[config.mk]
export PLATFORM = sky130hd
export DESIGN_NAME = memory_access
export DESIGN_NICKNAME = d
export VERILOG_FILES = /design/src/rtl/memory_access.sv
export SDC_FILE = /design/constraint.sdc
export NUM_CORES = 1
export LEC_CHECK = 0
export CORE_MARGIN = 3
export CORE_UTILIZATION = 55
export CTS_CLUSTER_DIAMETER = 200
export DETAILED_ROUTE_END_ITERATION = 16
export PLACE_DENSITY = 0.86
export SLEW_MARGIN = 25
export SYNTH_ARGS = -nofsm -noshare
export SYNTH_HDL_FRONTEND = slang
export SYNTH_SLANG_ARGS = --single-unit
[constraint.sdc]
create_clock -name clk_i -period 11 [get_ports clk_i]
set_input_delay 1.1 -clock clk_i [delete_from_list [all_inputs] [get_ports clk_i]]
set_output_delay 1.1 -clock clk_i [all_outputs]
set_load 0.01 [all_outputs]
[src/rtl/memory_access.sv]
// Memory stage: forwards ALU results, runs one data-memory transaction at a time
// over a req/ack port, formats load/store lanes, and flags misaligned accesses.
module memory_access (
  input  logic        clk_i,
  input  logic        reset_i,
  input  logic        valid_i,
  input  logic [31:0] alu_result_i,
  input  logic [31:0] store_data_i,
  input  logic        mem_read_i,
  input  logic        mem_write_i,
  input  logic [2:0]  funct3_i,
  input  logic [31:0] pcsrc_i,
  input  logic [31:0] offset_i,
  input  logic [1:0]  mem_to_reg_i,
  input  logic [4:0]  rd_i,
  input  logic        reg_write_i,
  output logic        stall_o,
  output logic        dmem_req_o,
  output logic        dmem_we_o,
  output logic [31:0] dmem_addr_o,
  output logic [31:0] dmem_wdata_o,
  output logic [3:0]  dmem_be_o,
  input  logic        dmem_ack_i,
  input  logic [31:0] dmem_rdata_i,
  output logic        valid_o,
  output logic [31:0] data_read_o,
  output logic [31:0] alu_result_o,
  output logic [31:0] pcsrc_o,
  output logic [31:0] offset_o,
  output logic [1:0]  mem_to_reg_o,
  output logic [4:0]  rd_o,
  output logic        reg_write_o,
  output logic        misaligned_o
);

  typedef enum logic {IDLE, BUSY} state_t;

  typedef struct packed {
    logic [31:0] alu_result;
    logic [31:0] pcsrc;
    logic [31:0] offset;
    logic [1:0]  mem_to_reg;
    logic [4:0]  rd;
    logic        reg_write;
  } payload_t;

  typedef struct packed {
    logic        misaligned;
    logic [31:0] data;
    payload_t    pl;
  } wb_t;

  state_t      state_q, state_d;
  logic        accept, issue, bypass, complete;
  logic        is_mem, is_store, misaligned_in;
  logic [3:0]  be_in;
  logic [31:0] wdata_in;

  logic [31:0] req_addr, req_wdata;
  logic [3:0]  req_be;
  logic        req_we;
  logic [2:0]  req_funct3;
  payload_t    req_pl;

  logic        pend_valid_q;
  wb_t         pend_wb_q;
  wb_t         byp_wb, mem_wb, out_wb;
  logic        out_load;
  logic [7:0]  lane_byte;
  logic [15:0] lane_half;
  logic [31:0] load_data;

  // A read+write request is a load, so only pure writes count as stores.
  assign is_mem        = mem_read_i | mem_write_i;
  assign is_store      = mem_write_i & ~mem_read_i;
  assign misaligned_in = is_mem &
                         (((funct3_i[1:0] == 2'b01) & alu_result_i[0]) |
                          (funct3_i[1] & (alu_result_i[1:0] != 2'b00)));

  always_ff @(posedge clk_i or posedge reset_i) begin
    // NOTE: sequential state uses non-blocking assignments so every flop samples pre-edge values.
    if (reset_i) state_q <= IDLE;
    else         state_q <= state_d;
  end

  always_comb begin
    // NOTE: every combinational output gets a default first, so no path can infer a latch.
    state_d  = state_q;
    stall_o  = 1'b0;
    accept   = 1'b0;
    complete = 1'b0;
    case (state_q)
      IDLE: accept = valid_i;
      BUSY: begin
        stall_o  = ~dmem_ack_i;
        complete = dmem_ack_i;
        accept   = valid_i & dmem_ack_i;
        if (dmem_ack_i) state_d = IDLE;
      end
    endcase
    issue  = accept & is_mem & ~misaligned_in;
    bypass = accept & ~issue;
    if (issue) state_d = BUSY;
  end

  always_comb begin
    be_in    = 4'b1111;
    wdata_in = store_data_i;
    if (is_store) begin
      case (funct3_i[1:0])
        2'b00: begin
          be_in    = 4'b0001 << alu_result_i[1:0];
          wdata_in = {4{store_data_i[7:0]}};
        end
        2'b01: begin
          be_in    = 4'b0011 << alu_result_i[1:0];
          wdata_in = {2{store_data_i[15:0]}};
        end
        default: ;
      endcase
    end
  end

  always_comb begin
    byp_wb               = '0;
    byp_wb.misaligned    = misaligned_in;
    byp_wb.pl.alu_result = alu_result_i;
    byp_wb.pl.pcsrc      = pcsrc_i;
    byp_wb.pl.offset     = offset_i;
    byp_wb.pl.mem_to_reg = mem_to_reg_i;
    byp_wb.pl.rd         = rd_i;
    byp_wb.pl.reg_write  = reg_write_i & ~misaligned_in;
  end

  // NOTE: the request holding registers have no reset; the port is gated by BUSY, so stale contents never escape.
  always_ff @(posedge clk_i) begin
    if (issue) begin
      req_addr   <= alu_result_i;
      req_wdata  <= wdata_in;
      req_be     <= is_store ? be_in : 4'b1111;
      req_we     <= is_store;
      req_funct3 <= funct3_i;
      req_pl     <= byp_wb.pl;
    end
  end

  assign dmem_req_o   = (state_q == BUSY);
  assign dmem_we_o    = dmem_req_o & req_we;
  assign dmem_be_o    = dmem_req_o ? req_be : 4'b0000;
  assign dmem_addr_o  = dmem_req_o ? {req_addr[31:2], 2'b00} : 32'h0;
  assign dmem_wdata_o = dmem_req_o ? req_wdata : 32'h0;

  always_comb begin
    case (req_addr[1:0])
      2'b00:   lane_byte = dmem_rdata_i[7:0];
      2'b01:   lane_byte = dmem_rdata_i[15:8];
      2'b10:   lane_byte = dmem_rdata_i[23:16];
      default: lane_byte = dmem_rdata_i[31:24];
    endcase
    lane_half = req_addr[1] ? dmem_rdata_i[31:16] : dmem_rdata_i[15:0];
    case (req_funct3)
      3'b000:  load_data = {{24{lane_byte[7]}}, lane_byte};
      3'b100:  load_data = {24'h0, lane_byte};
      3'b001:  load_data = {{16{lane_half[15]}}, lane_half};
      3'b101:  load_data = {16'h0, lane_half};
      default: load_data = dmem_rdata_i;
    endcase
    mem_wb            = '0;
    mem_wb.data       = req_we ? 32'h0 : load_data;
    mem_wb.pl         = req_pl;
  end

  // A non-memory op accepted on the ack edge is parked one cycle behind the
  // completing transaction; the park slot drains at the first idle input.
  always_comb begin
    out_load = 1'b1;
    out_wb   = byp_wb;
    if (complete)          out_wb = mem_wb;
    else if (pend_valid_q) out_wb = pend_wb_q;
    else if (!bypass)      out_load = 1'b0;
  end

  always_ff @(posedge clk_i or posedge reset_i) begin
    if (reset_i) begin
      pend_valid_q <= 1'b0;
      pend_wb_q    <= '0;
      valid_o      <= 1'b0;
      data_read_o  <= 32'h0;
      alu_result_o <= 32'h0;
      pcsrc_o      <= 32'h0;
      offset_o     <= 32'h0;
      mem_to_reg_o <= 2'b00;
      rd_o         <= 5'd0;
      reg_write_o  <= 1'b0;
      misaligned_o <= 1'b0;
    end else begin
      pend_valid_q <= bypass & (complete | pend_valid_q);
      if (bypass) pend_wb_q <= byp_wb;
      valid_o <= out_load;
      if (out_load) begin
        data_read_o  <= out_wb.data;
        alu_result_o <= out_wb.pl.alu_result;
        pcsrc_o      <= out_wb.pl.pcsrc;
        offset_o     <= out_wb.pl.offset;
        mem_to_reg_o <= out_wb.pl.mem_to_reg;
        rd_o         <= out_wb.pl.rd;
        reg_write_o  <= out_wb.pl.reg_write;
        misaligned_o <= out_wb.misaligned;
      end
    end
  end

endmodule
==> impl_metrics.csv <==
group,metric,value,unit
run_status,status,"finished, final reports clean",
worst_setup_path,cpLargestDelayFamily,"buffers and inverters",
yosys,synth_area_per_cell,13.7,µm²
worst_setup_path,cp-start-kind,"primary input",
cts,post_cts_buffers,0,
drt,drtPass1Iterations,5,
worst_setup_path,rrSetupSlack,7.76,ns
floorplanning,die_area,0.0330,mm²
yosys,seq_area_frac_synth,61.7,%
finish,syn2layout_area_growth,31.3,%
floorplanning,die-width,182,µm
yosys,synth_area,0.0170,mm²
placed_design,portBuffers,383,
floorplanning,die_h,182,µm
floorplanning,core,0.0300,mm²
global_route,antenna_found_initial,6,
power_and_ir_drop,ir_worst_vdd,130,µV
worst_setup_path,crit_path_top_delay_cell,"clkdlybuf4s50_1",
finish,drive_gt1_share,18.2,%
min_path,min_from,"data_read_o[0]",
yosys,synth_cells,1242,
cts,clk_pin_slew,0.06,ns
timing,period_share,36.3,%
worst_setup_path,endpoint_kind,"register",
worst_setup_path,cp.depth,7,
cts,clockBufferDepth,3,
global_route,grt-ovfl-total,0,
worst_setup_path,rr_startpoint,"dmem_req_o",
worst_setup_path,r2r_cells,6,
global_route,grt_pass1_wl,67000,µm
drt,wl_per_cell,21.3,µm
placed_design,dp_cells,1943,
timing,tightest_slew,1.09,ns
min_path,hold_class,"reg -> reg",
global_route,grt_max_degree,111,
worst_setup_path,critPathKind,"in -> reg",
global_route,grt_usage,25.5,%
power_and_ir_drop,leakage,8.44,nW
timing,drv_slew,0,
power_and_ir_drop,powerDensity,187,mW/mm²
cts,cts_resized,0,
drt,route.vias.total,11393,
min_path,hold-path-cell-count,1,
drt,wirelength,43100,µm
timing,setup_ws,7.01,ns
cts,cts.htree.levels,2,
floorplanning,io_pins,386,
cts,cts_tree,"built",
finish,multi_input_area,0.00602,mm²
cts,cts.sinks,389,
worst_setup_path,cp.required,11.41,ns
drt,drc,0,
drt,drtIter0Drc,914,
worst_setup_path,worst-path-buf-inv,3,
global_route,grt_pass1_vias,11799,
placed_design,gp_congestion,0.839,
cts,cts_hold_buffers,0,
timing,fmax,251,MHz
drt,via_per_inst,5.64,
cts,clk_latency,0.53,ns
worst_setup_path,crit_path_start,"funct3_i[0]",
cts,cts_buffers,41,
placed_design,hpwl,28000,µm
worst_setup_path,critPathMaxFanout,46,
worst_setup_path,crit_top_cell,"buf_4",
yosys,synth_edf_count,144,
finish,seqCellArea,0.0105,mm²
yosys,ys_ff_latch,389,
timing,holdWs,0.491,ns
worst_setup_path,path_cells,"clkdlybuf4s50_1 > a21oi_4 > o22ai_2 > a311oi_4 > buf_4 > buf_4 > mux2_2",
timing,finalSetupViolations,0,
timing,hold_viol,0,
yosys,synth_cell_type_count,41,
timing,final.min_clock_period,3.99,ns
timing,fin_tns_setup,0,ns
run,cap_violations,0,
worst_setup_path,slowest_delay,0.82,ns
placed_design,preCtsSetupSlack,6.51,ns
finish,stdcell_count,2021,
cts,clockRootBuffer,"clkbuf_16",
floorplanning,fp-row-count,63,
yosys,async_flop_share,63.0,%
timing,rsz0062_at_grt,"false",
yosys,synth_flop_cell,"dfrtp_1",
timing,slew_headroom,27.4,%
floorplanning,start_util,56.5,%
worst_setup_path,arrival,4.39,ns
finish,fillers,1943,
finish,nets,1773,
drt,ant_nets,0,
yosys,ys_warn_count,0,
timing,clock_skew,0.0117,ns
-- flip-flops by register name, summed over array words and instances (netlist names) --
signal / cells
dmem_req_o: 1
req_funct3: 3
mem_wb: 104
valid_o: 1
req_wdata: 32
reg_write_o: 1
misaligned_o: 1
pend_valid_q: 1
alu_result_o: 32
req_we: 1
pend_wb_q: 105
req_be: 4
pcsrc_o: 32
mem_to_reg_o: 2
data_read_o: 32
offset_o: 32
rd_o: 5
-- cell usage after synthesis (7+ instances only) --
library cell / count / area [µm²]
a21oi_1: 14 / 70.1
a221o_1: 22 / 220
and2_1: 68 / 425
buf_2: 21 / 105
buf_4: 7 / 52.6
buf_6: 16 / 180
clkbuf_1: 37 / 139
dfrtp_1: 245 / 6130
edfxtp_1: 144 / 4320
inv_1: 7 / 26.3
mux2_1: 13 / 146
mux2_2: 210 / 2360
mux2i_1: 119 / 1190
nand2_1: 109 / 409
nor2_1: 33 / 124
nor2b_1: 12 / 75.1
o21ai_0: 117 / 586
o2bb2ai_1: 10 / 87.6
-- placed cells by master, fill, tap and decap left out, types with 2 or more instances in the layout --
cell,instances
nor2_4,2
nor3_1,4
clkdlybuf4s50_1,383
buf_6,2
nand2_1,108
clkbuf_1,12
nor2b_1,11
inv_1,6
dfrtp_1,243
and2_1,67
edfxtp_1,144
buf_4,11
nand2b_1,2
clkinv_2,10
nor2_1,32
a21oi_1,14
mux2_1,13
o2bb2ai_1,10
nand3_1,2
clkbuf_8,2
mux2_2,210
conb_1,2
inv_6,2
mux2i_1,119
a211oi_1,6
o211ai_1,2
clkbuf_16,41
bufinv_16,4
diode_2,3
a221o_1,22
o21ai_0,117
clkinv_1,3
-- routing by layer --
layer | part of all wire, % | vias up | GRT usage [%]
li1 | - | 5192 | -
met4 | 3.0 | 6 | 8.47
met2 | 52 | 415 | 45.2
met1 | 38 | 5691 | 30.8
met5 | 0.10 | - | 0
met3 | 7.1 | 89 | 6.03
-- cell type report --
class                           instances  area share [%]
Antenna cell                            3          0.0337
Clock buffer                           55            4.94
Clock inverter                         20           0.928
Inverter                                7           0.152
Multi-Input combinational cell        761            27.1
Sequential cell                       389            47.0
Tap cell                              390            2.19
Timing Repair Buffer                  396            17.7
-- power breakdown --
part           internal, mW  switching [mW]
Clock                 0.798           0.553
Sequential             1.75           0.145
Combinational         0.536           0.385
-- kinds of logic (layout without fill, tap and decap cells) --
logic type,Yosys count,in the layout,synth area share (%)
buf+inv,93,478,3.08
flops,389,389,61.7
compound gates,181,181,6.67
other cells,1,5,0.0221
simple gates,235,235,6.60
mux,343,343,22.0
-- final timing paths --
kind | to
setup / recovery | alu_result_o[3]
hold / removal | data_read_o[0]
setup reg to reg | alu_result_o[3]
hold reg to reg | data_read_o[0]
max in group asynchronous | pend_valid_q
min in group asynchronous | pend_wb_q[25]
-- through the flow --
stage | power [mW] | utilization (%) | cell area, µm²
after floorplan | 2.34 | - | 17000
final | 4.17 | 74.1 | 22300
after global placement | 2.80 | 69.7 | 20900
after detailed placement | 2.84 | 69.7 | 20900
after CTS | 4.20 | 74.0 | 22200
after global routing | 4.34 | 74.1 | 22300
Power figures use the tool's default switching activity.
